<file path="src/rtl/sfifo_pkg.sv">
// Shared definitions for the synchronous FIFO write-side front end.
// Holds the burst FSM state encoding and the FIFO depth derivation.
package sfifo_pkg;

    typedef enum logic {
        ST_IDLE,
        ST_BURST
    } state_e;

    function automatic int DATA_NUM(input int pointer_width);
        return 1 << pointer_width;
    endfunction

endpackage

</file>
<file path="src/rtl/sfifo_skid2.sv">
// Two-entry in-order skid buffer. Entry 0 is always the head, so a pop
// shifts entry 1 down; both entries reset to zero so the head reads 0.
module sfifo_skid2 #(
    parameter int W = 9
) (
    input  logic         wclk,
    input  logic         rst_n,
    input  logic         push_i,
    input  logic [W-1:0] push_data_i,
    input  logic         pop_i,
    output logic [1:0]   count_o,
    output logic [W-1:0] head_o
);

    logic [W-1:0] mem_q [2];
    logic [W-1:0] mem_d [2];
    logic [1:0]   count_q;
    logic [1:0]   count_d;

    always_comb begin
        mem_d[0] = mem_q[0];
        mem_d[1] = mem_q[1];
        count_d  = count_q;
        case ({push_i, pop_i})
            2'b10: begin
                mem_d[count_q[0]] = push_data_i;
                count_d           = count_q + 2'd1;
            end
            2'b01: begin
                mem_d[0] = mem_q[1];
                count_d  = count_q - 2'd1;
            end
            2'b11: begin
                // With one entry the new word becomes the head directly.
                mem_d[0] = (count_q == 2'd2) ? mem_q[1] : push_data_i;
                mem_d[1] = (count_q == 2'd2) ? push_data_i : mem_q[1];
            end
            default: begin
            end
        endcase
    end

    always_ff @(posedge wclk or negedge rst_n) begin
        if (!rst_n) begin
            mem_q[0] <= '0;
            mem_q[1] <= '0;
            count_q  <= 2'd0;
        end else begin
            mem_q[0] <= mem_d[0];
            mem_q[1] <= mem_d[1];
            count_q  <= count_d;
        end
    end

    assign count_o = count_q;
    assign head_o  = mem_q[0];

endmodule

</file>
<file path="src/rtl/sfifo_burst_writer.sv">
// Write-side front end: buffers a valid/ready stream and writes it into the
// FIFO in bursts that only start once a whole burst's worth of space is free.
module sfifo_burst_writer
    import sfifo_pkg::*;
#(
    parameter int DATA_WIDTH    = 8,
    parameter int POINTER_WIDTH = 4,
    parameter int BURST_LEN     = 4
) (
    input  logic                     wclk,
    input  logic                     rst_n,
    input  logic                     s_valid,
    input  logic [DATA_WIDTH-1:0]    s_data,
    input  logic                     s_last,
    output logic                     s_ready,
    input  logic [POINTER_WIDTH:0]   fifo_level,
    input  logic                     fifo_full,
    output logic                     fifo_wr,
    output logic [DATA_WIDTH-1:0]    fifo_data,
    output logic                     burst_done,
    output logic                     busy,
    output logic                     err_full
);

    localparam int                   DEPTH     = DATA_NUM(POINTER_WIDTH);
    localparam int                   BEAT_W    = $clog2(BURST_LEN + 1);
    localparam logic [POINTER_WIDTH:0] DEPTH_W = (POINTER_WIDTH + 1)'(DEPTH);
    localparam logic [POINTER_WIDTH:0] BURST_W = (POINTER_WIDTH + 1)'(BURST_LEN);
    localparam logic [BEAT_W-1:0]    LAST_BEAT = BEAT_W'(BURST_LEN - 1);

    logic [1:0]             count;
    logic [DATA_WIDTH:0]    head;
    logic                   push;
    logic [POINTER_WIDTH:0] free;
    logic                   burst_end;

    state_e            state_q, state_d;
    logic [BEAT_W-1:0] beat_q, beat_d;
    logic              err_q, err_d;

    assign s_ready   = (count != 2'd2);
    assign push      = s_valid & s_ready;
    assign free      = DEPTH_W - fifo_level;
    assign fifo_data = head[DATA_WIDTH-1:0];
    assign burst_end = head[DATA_WIDTH] | (beat_q == LAST_BEAT);
    assign err_full  = err_q;

    sfifo_skid2 #(
        .W (DATA_WIDTH + 1)
    ) u_skid (
        .wclk        (wclk),
        .rst_n       (rst_n),
        .push_i      (push),
        .push_data_i ({s_last, s_data}),
        .pop_i       (fifo_wr),
        .count_o     (count),
        .head_o      (head)
    );

    always_ff @(posedge wclk or negedge rst_n) begin
        if (!rst_n) begin
            state_q <= ST_IDLE;
        end else begin
            state_q <= state_d;
        end
    end

    // The free-space reservation is only taken in IDLE; reads during a burst only add room.
    always_comb begin
        state_d = state_q;
        case (state_q)
            ST_IDLE: begin
                if ((count != 2'd0) && (free >= BURST_W)) begin
                    state_d = ST_BURST;
                end
            end
            ST_BURST: begin
                if (fifo_wr && burst_end) begin
                    state_d = ST_IDLE;
                end
            end
            default: state_d = ST_IDLE;
        endcase
    end

    always_comb begin
        fifo_wr    = 1'b0;
        burst_done = 1'b0;
        busy       = 1'b0;
        case (state_q)
            ST_BURST: begin
                busy       = 1'b1;
                fifo_wr    = (count != 2'd0) & ~fifo_full;
                burst_done = (count != 2'd0) & ~fifo_full & burst_end;
            end
            default: begin
            end
        endcase
    end

    always_comb begin
        beat_d = beat_q;
        if ((state_q == ST_IDLE) && (state_d == ST_BURST)) begin
            beat_d = '0;
        end else if (fifo_wr) begin
            beat_d = beat_q + BEAT_W'(1);
        end
        err_d = err_q | (busy & (count != 2'd0) & fifo_full);
    end

    always_ff @(posedge wclk or negedge rst_n) begin
        if (!rst_n) begin
            beat_q <= '0;
            err_q  <= 1'b0;
        end else begin
            beat_q <= beat_d;
            err_q  <= err_d;
        end
    end

endmodule

</file>
<file path="config.mk">
export PLATFORM = sky130hd
export DESIGN_NAME = sfifo_burst_writer
export DESIGN_NICKNAME = d
export VERILOG_FILES = /design/src/rtl/sfifo_pkg.sv /design/src/rtl/sfifo_skid2.sv /design/src/rtl/sfifo_burst_writer.sv
export SDC_FILE = /design/constraint.sdc
export NUM_CORES = 1
export LEC_CHECK = 0
export CELL_PAD_IN_SITES_DETAIL_PLACEMENT = 0
export CELL_PAD_IN_SITES_GLOBAL_PLACEMENT = 1
export CORE_MARGIN = 8
export CORE_UTILIZATION = 45
export CTS_CLUSTER_SIZE = 14
export DETAILED_ROUTE_END_ITERATION = 8
export DONT_BUFFER_PORTS = 1
export GPL_ROUTABILITY_DRIVEN = 0
export GPL_TIMING_DRIVEN = 0
export PLACE_DENSITY_LB_ADDON = 0.12
export SYNTH_ARGS = -nofsm -noshare
export SYNTH_HDL_FRONTEND = slang
export SYNTH_SLANG_ARGS = --single-unit
export TNS_END_PERCENT = 5
</file>
<file path="constraint.sdc">
create_clock -name wclk -period 2.7 [get_ports wclk]
set_clock_uncertainty 0.15 [all_clocks]
set_input_delay 0.27 -clock wclk [delete_from_list [all_inputs] [get_ports wclk]]
set_output_delay 0.27 -clock wclk [all_outputs]
set_load 0.005 [all_outputs]
</file>
==> results.json <==
{
  "drc": 0,
  "cts_hold_buf": 12,
  "nets": 177,
  "yosys_warnings": 0,
  "fin_crit_ns": 2.53,
  "min_path_type": "input port to register",
  "hold_path_startpoint": "s_data[4]",
  "post-place-ws_ns": 0.150,
  "antenna_left": 0,
  "clkSinkCount": 25,
  "worst_pin_slew_ns": 0.516,
  "synth_area_leader_cell": "dfrtp_1",
  "synth_edf_count": 0,
  "h-tree-depth": 1,
  "area_growth_pct": 14.3,
  "timing.critical_path.from_type": "register",
  "timing.critical_path.buf_inv": 4,
  "synth-seq-cells": 25,
  "setup-tns-final_ns": 0,
  "async_flop_share": 1.00,
  "antenna_found_initial": 0,
  "finalSetupViolations": 0,
  "start_util": 0.458,
  "cp-startpoint": "u_skid.count_o[0]$_DFFE_PN0P_",
  "finalHoldViolations": 0,
  "layout-drive-gt1-share": 0.401,
  "synth_commonest_cells": "dfrtp_1, mux2_4, nand2_1",
  "cp_top_family": "buffers and inverters",
  "rows": 22,
  "yosysTopAreaCellShare": 0.379,
  "clock_latency_ns": 0.28,
  "reg2reg_from": "u_skid.count_o[0]$_DFFE_PN0P_",
  "ys.flop_type": "dfrtp_1",
  "wl_per_cell_um": 18.6,
  "max_freq_mhz": 395,
  "grt_max_degree": 26,
  "die_w_um": 76.6,
  "die_h_um": 76.6,
  "core_um2": 3610,
  "yosysUniqueCellTypes": 33,
  "routed_wirelength_um": 3720,
  "vias": 1080,
  "avgSynthCellArea_um2": 12.1,
  "ys_seq_area_frac": 0.379,
  "cts_resized": 0,
  "power.density_nw_per_um2": 1160,
  "rsz0062_at_grt": "false",
  "antenna_cells": 0,
  "fill_cells": 326,
  "crit_fanout": 11,
  "numPortBuffers": 0,
  "io_pins": 31,
  "first_iter_violations": 52,
  "syn_nets": 160,
  "ir_drop_mv": 0.495,
  "critical_path_required_ns": 2.74,
  "ys_top_cells_by_area": "dfrtp_1, mux2_4, a221oi_2, o31ai_2, buf_4",
  "postCtsSetupBuffers": 0,
  "slowest_stage": "buf_1",
  "clkTransAtPathRegs_ns": 0.10,
  "grt_overflow": 0,
  "synth_cells": 136,
  "synth_most_common_cell": "dfrtp_1",
  "worstPathArrival_ns": 2.57,
  "die_area_um2": 5860,
  "netlist_area_um2": 1650,
  "fin_ws_ns": 0.169,
  "tritoncts": "yes",
  "cts_buffers": 3,
  "grt_pass1_vias": 1237,
  "run_status": "finished clean",
  "worstSetupPathType": "register to register",
  "drt-vias-per-instance": 5.40,
  "relSlewSlack": 0.656,
  "grt_util_all_layers": 0.129,
  "drtPass1Iterations": 4,
  "clockBufferDepth": 2,
  "maxCapViolCount": 0,
  "slowest_delay_ns": 0.40,
  "slew_violations": 0,
  "grt_pass1_wl_um": 6200,
  "hold_ws_ns": 0.0936,
  "finalCritPeriodShare": 0.937,
  "hpwlAfterDp_um": 2490,
  "endpoint_kind": "register",
  "path_cells": "buf_6 -> nor2_2 -> or2_4 -> buf_4 -> ha_1 -> buf_2 -> a21o_2 -> buf_1 -> nand2_1 -> o31ai_2",
  "root_buffer": "clkbuf_8",
  "p_leak_nw": 0.861
}
## cell families (layout without fill, tap and decap cells)
| family | after synthesis | after routing | share of synthesized area |
|---|---|---|---|
| AO/OA/AOI/OAI | 36 | 36 | 0.216 |
| flip-flops | 25 | 25 | 0.379 |
| AND/OR/NAND/NOR | 25 | 25 | 0.0751 |
| buffers and inverters | 22 | 38 | 0.102 |
| multiplexers | 18 | 18 | 0.161 |
| adder cells (fa/ha/maj) | 6 | 6 | 0.0455 |
| XOR/XNOR | 4 | 4 | 0.0212 |
## final cells by class
cell class | instances | area (um2) | area share
Inverter | 6 | 27.5 | 0.0146
Clock inverter | 1 | 5.00 | 0.00265
Timing Repair Buffer | 12 | 130 | 0.0690
Clock buffer | 3 | 41.3 | 0.0219
Sequential cell | 25 | 626 | 0.332
Buffer | 16 | 140 | 0.0743
Tap cell | 48 | 60.1 | 0.0318
Multi-Input combinational cell | 89 | 857 | 0.454
## state kept, by name (all words and copies together), names as in the netlist
signal          flops
state_q             1
u_skid.mem_q        9
u_skid.count_o      2
u_skid.head_o       9
beat_q              3
err_full            1
## stage by stage
stage / utilization / cell area [um2] / total power (W) / cells
after floorplan: - / 1650 / 0.00173 / 136
after global placement: 0.474 / 1710 / 0.00192 / 184
after detailed placement: 0.474 / 1710 / 0.00196 / 184
after CTS: 0.523 / 1890 / 0.00222 / 200
after global routing: 0.523 / 1890 / 0.00236 / 200
final: 0.523 / 1890 / 0.00220 / 200
## worst reg2reg max path: cells and delay by family, from the launching register on
kind | cells | cell delay [ns]
fa+ha+maj | 1 | 0.17
flops | 1 | 0.38
simple gates | 3 | 0.47
compound gates | 2 | 0.22
buf+inv | 4 | 1.06
## path summary, 6_finish.rpt
path	endpoint	cells after the start	slack, ns
max	u_skid.head_o[2]$_DFFE_PN0P_	10	0.17
min	u_skid.head_o[4]$_DFFE_PN0P_	2	0.09
min reg2reg	u_skid.head_o[0]$_DFFE_PN0P_	2	0.35
max in group asynchronous	u_skid.mem_q[6]$_DFFE_PN0P_	2	1.98
max reg2reg	u_skid.head_o[2]$_DFFE_PN0P_	10	0.17
min in group asynchronous	u_skid.head_o[1]$_DFFE_PN0P_	2	0.26
## layout by cell type, fill, tap and decap left out, types with 3 or more instances in the layout
cell	netlist	routed
dfrtp_1	25	25
mux2_4	17	17
nand2_1	15	15
dlygate4sd3_1	0	11
buf_4	10	10
a21oi_1	10	10
a221oi_2	8	8
o31ai_2	8	8
ha_1	6	6
inv_1	4	4
nor2_1	4	4
buf_12	2	3
clkbuf_8	0	3
## power breakdown
group          total, W  switching (W)  internal (W)
Clock          0.000238       0.000134      0.000104
Combinational   0.00127       0.000610      0.000657
Sequential     0.000693       0.000134      0.000558
## routing by layer
layer	vias up	global-route usage	part of all wire
met5	-	0	0
met4	0	0.0404	0.013
met3	5	0.0401	0.064
met2	24	0.212	0.48
met1	533	0.157	0.45
li1	518	-	-
Power figures use the tool's default switching activity.
==> RTL change, RTL diff (same flow settings) <==
Put one more register stage on the output `err_full`, cleared by the reset. The value now appears one clock later. The other outputs are not delayed to match.
--- a/src/rtl/sfifo_burst_writer.sv
+++ b/src/rtl/sfifo_burst_writer.sv
@@ -44,5 +44,11 @@
     assign fifo_data = head[DATA_WIDTH-1:0];
     assign burst_end = head[DATA_WIDTH] | (beat_q == LAST_BEAT);
-    assign err_full  = err_q;
+    always_ff @(posedge wclk or negedge rst_n) begin
+        if (!rst_n) begin
+            err_full <= '0;
+        end else begin
+            err_full <= err_q;
+        end
+    end
 
     sfifo_skid2 #(
Behaviour: not the same (a bounded check fails within 4 cycles, from zero or initial values and one cycle with rst_n low).
==> RTL change against the unedited design <==
  * Wire length decreased by 1.6%
  * Via count rose by 0.28%
  * Area after synthesis up 1.5%
  * Worst setup slack better by 0.13 ns
  * Maximum frequency is 5.4% higher
  * Critical path depth unchanged
  * Total power is 0.40% lower
  * Clock power down 8.4%
  * Cell area rose by 0.86%
  * Sequential cell count grew 1
  * Critical path type unchanged
==> RTL change: results (changes against the unedited design) <==
first-pass GRT wire length=6290 um (+1.5%); mean post-synth cell area=12.2 sq um (+0.78%); Worst-Skew Late Latency=0.26 ns (-0.02 ns); switch share=39.3% (-0.69 points); Total GRT Usage=12.9% (about the same); layout cell share with drive strength beyond 1=39.7% (-0.40 points); post-layout min period=2.40 ns (-0.129 ns); Peak supply drop=534 uV (+7.8%); CP max-delay cell=dfrtp_1; syn nets=161 (+0.63%); RR Endpoint=u_skid.mem_q[7]; vias in the first global route=1232 (-0.40%); met3 Use GR=3.03% (-0.98 points); Non-Filler Instances=199 (-0.50%); Fillers=344 (+5.5%); Via Count=1083 (+0.28%); CP max stage delay=0.35 ns (-0.05 ns); detailed route wirelength on metal3=174 um (-26%); M1 GR Usage=16.8% (+1.1 points); WL met2=1810 um (+1.8%); status=finished, final reports clean; DRT met1 WL=1640 um (-0.97%); pre-CTS WS=0.184 ns (+0.0340 ns); ranking of synthesized cells by area=dfrtp_1 (39%), mux2_4 (15%), a221oi_2 (7.2%), o31ai_2 (6.0%), buf_4 (4.5%); seq pwr=0.710 mW (+2%); Iteration-0 DRC Markers=49 (-5.8%); synth warn=0 (unchanged); dpl cells=185 (+0.54%); WS Path Type=flip-flop to flip-flop; largest net degree at the start of global routing=27 (+3.8%); met2 Track Usage GR=21.2% (+0.075 points)
-- RTL change: cell types whose count changed in the layout (fill, tap and decap cells not counted), sizes merged --
cell / change
clkinv: -1
dfrtp: +1
buf: -1
-- RTL change: stage by stage --
step                      hold slack (ns)  power, mW  util [%]  cell area, sq um
final                               0.115       2.19      52.4              1900
after global routing                0.119       2.37      52.4              1900
after CTS                         0.00287       2.22      52.2              1900
after detailed placement           -0.175       1.97      47.8              1740
after global placement             -0.175       1.93      47.8              1740
after floorplan                    -0.176       1.75         -              1680
-- RTL change: kinds of logic after synthesis --
group	Yosys count	synth area share (%)
flops	26	38.8
mux	18	15.9
simple gates	25	7.39
fa+ha+maj	6	4.48
xor+xnor	4	2.09
compound gates	36	21.3
buf+inv	22	10.0
-- RTL change: layout make-up --
cell class,instances,area [sq um],share of cell area (%)
inverters,6,27.5,1.45
repair buffers,12,130,6.84
well taps,48,60.1,3.16
multi-input cells,89,857,45.0
clock buffers,3,41.3,2.17
plain buffers,15,136,7.17
flip-flops and latches,26,651,34.2
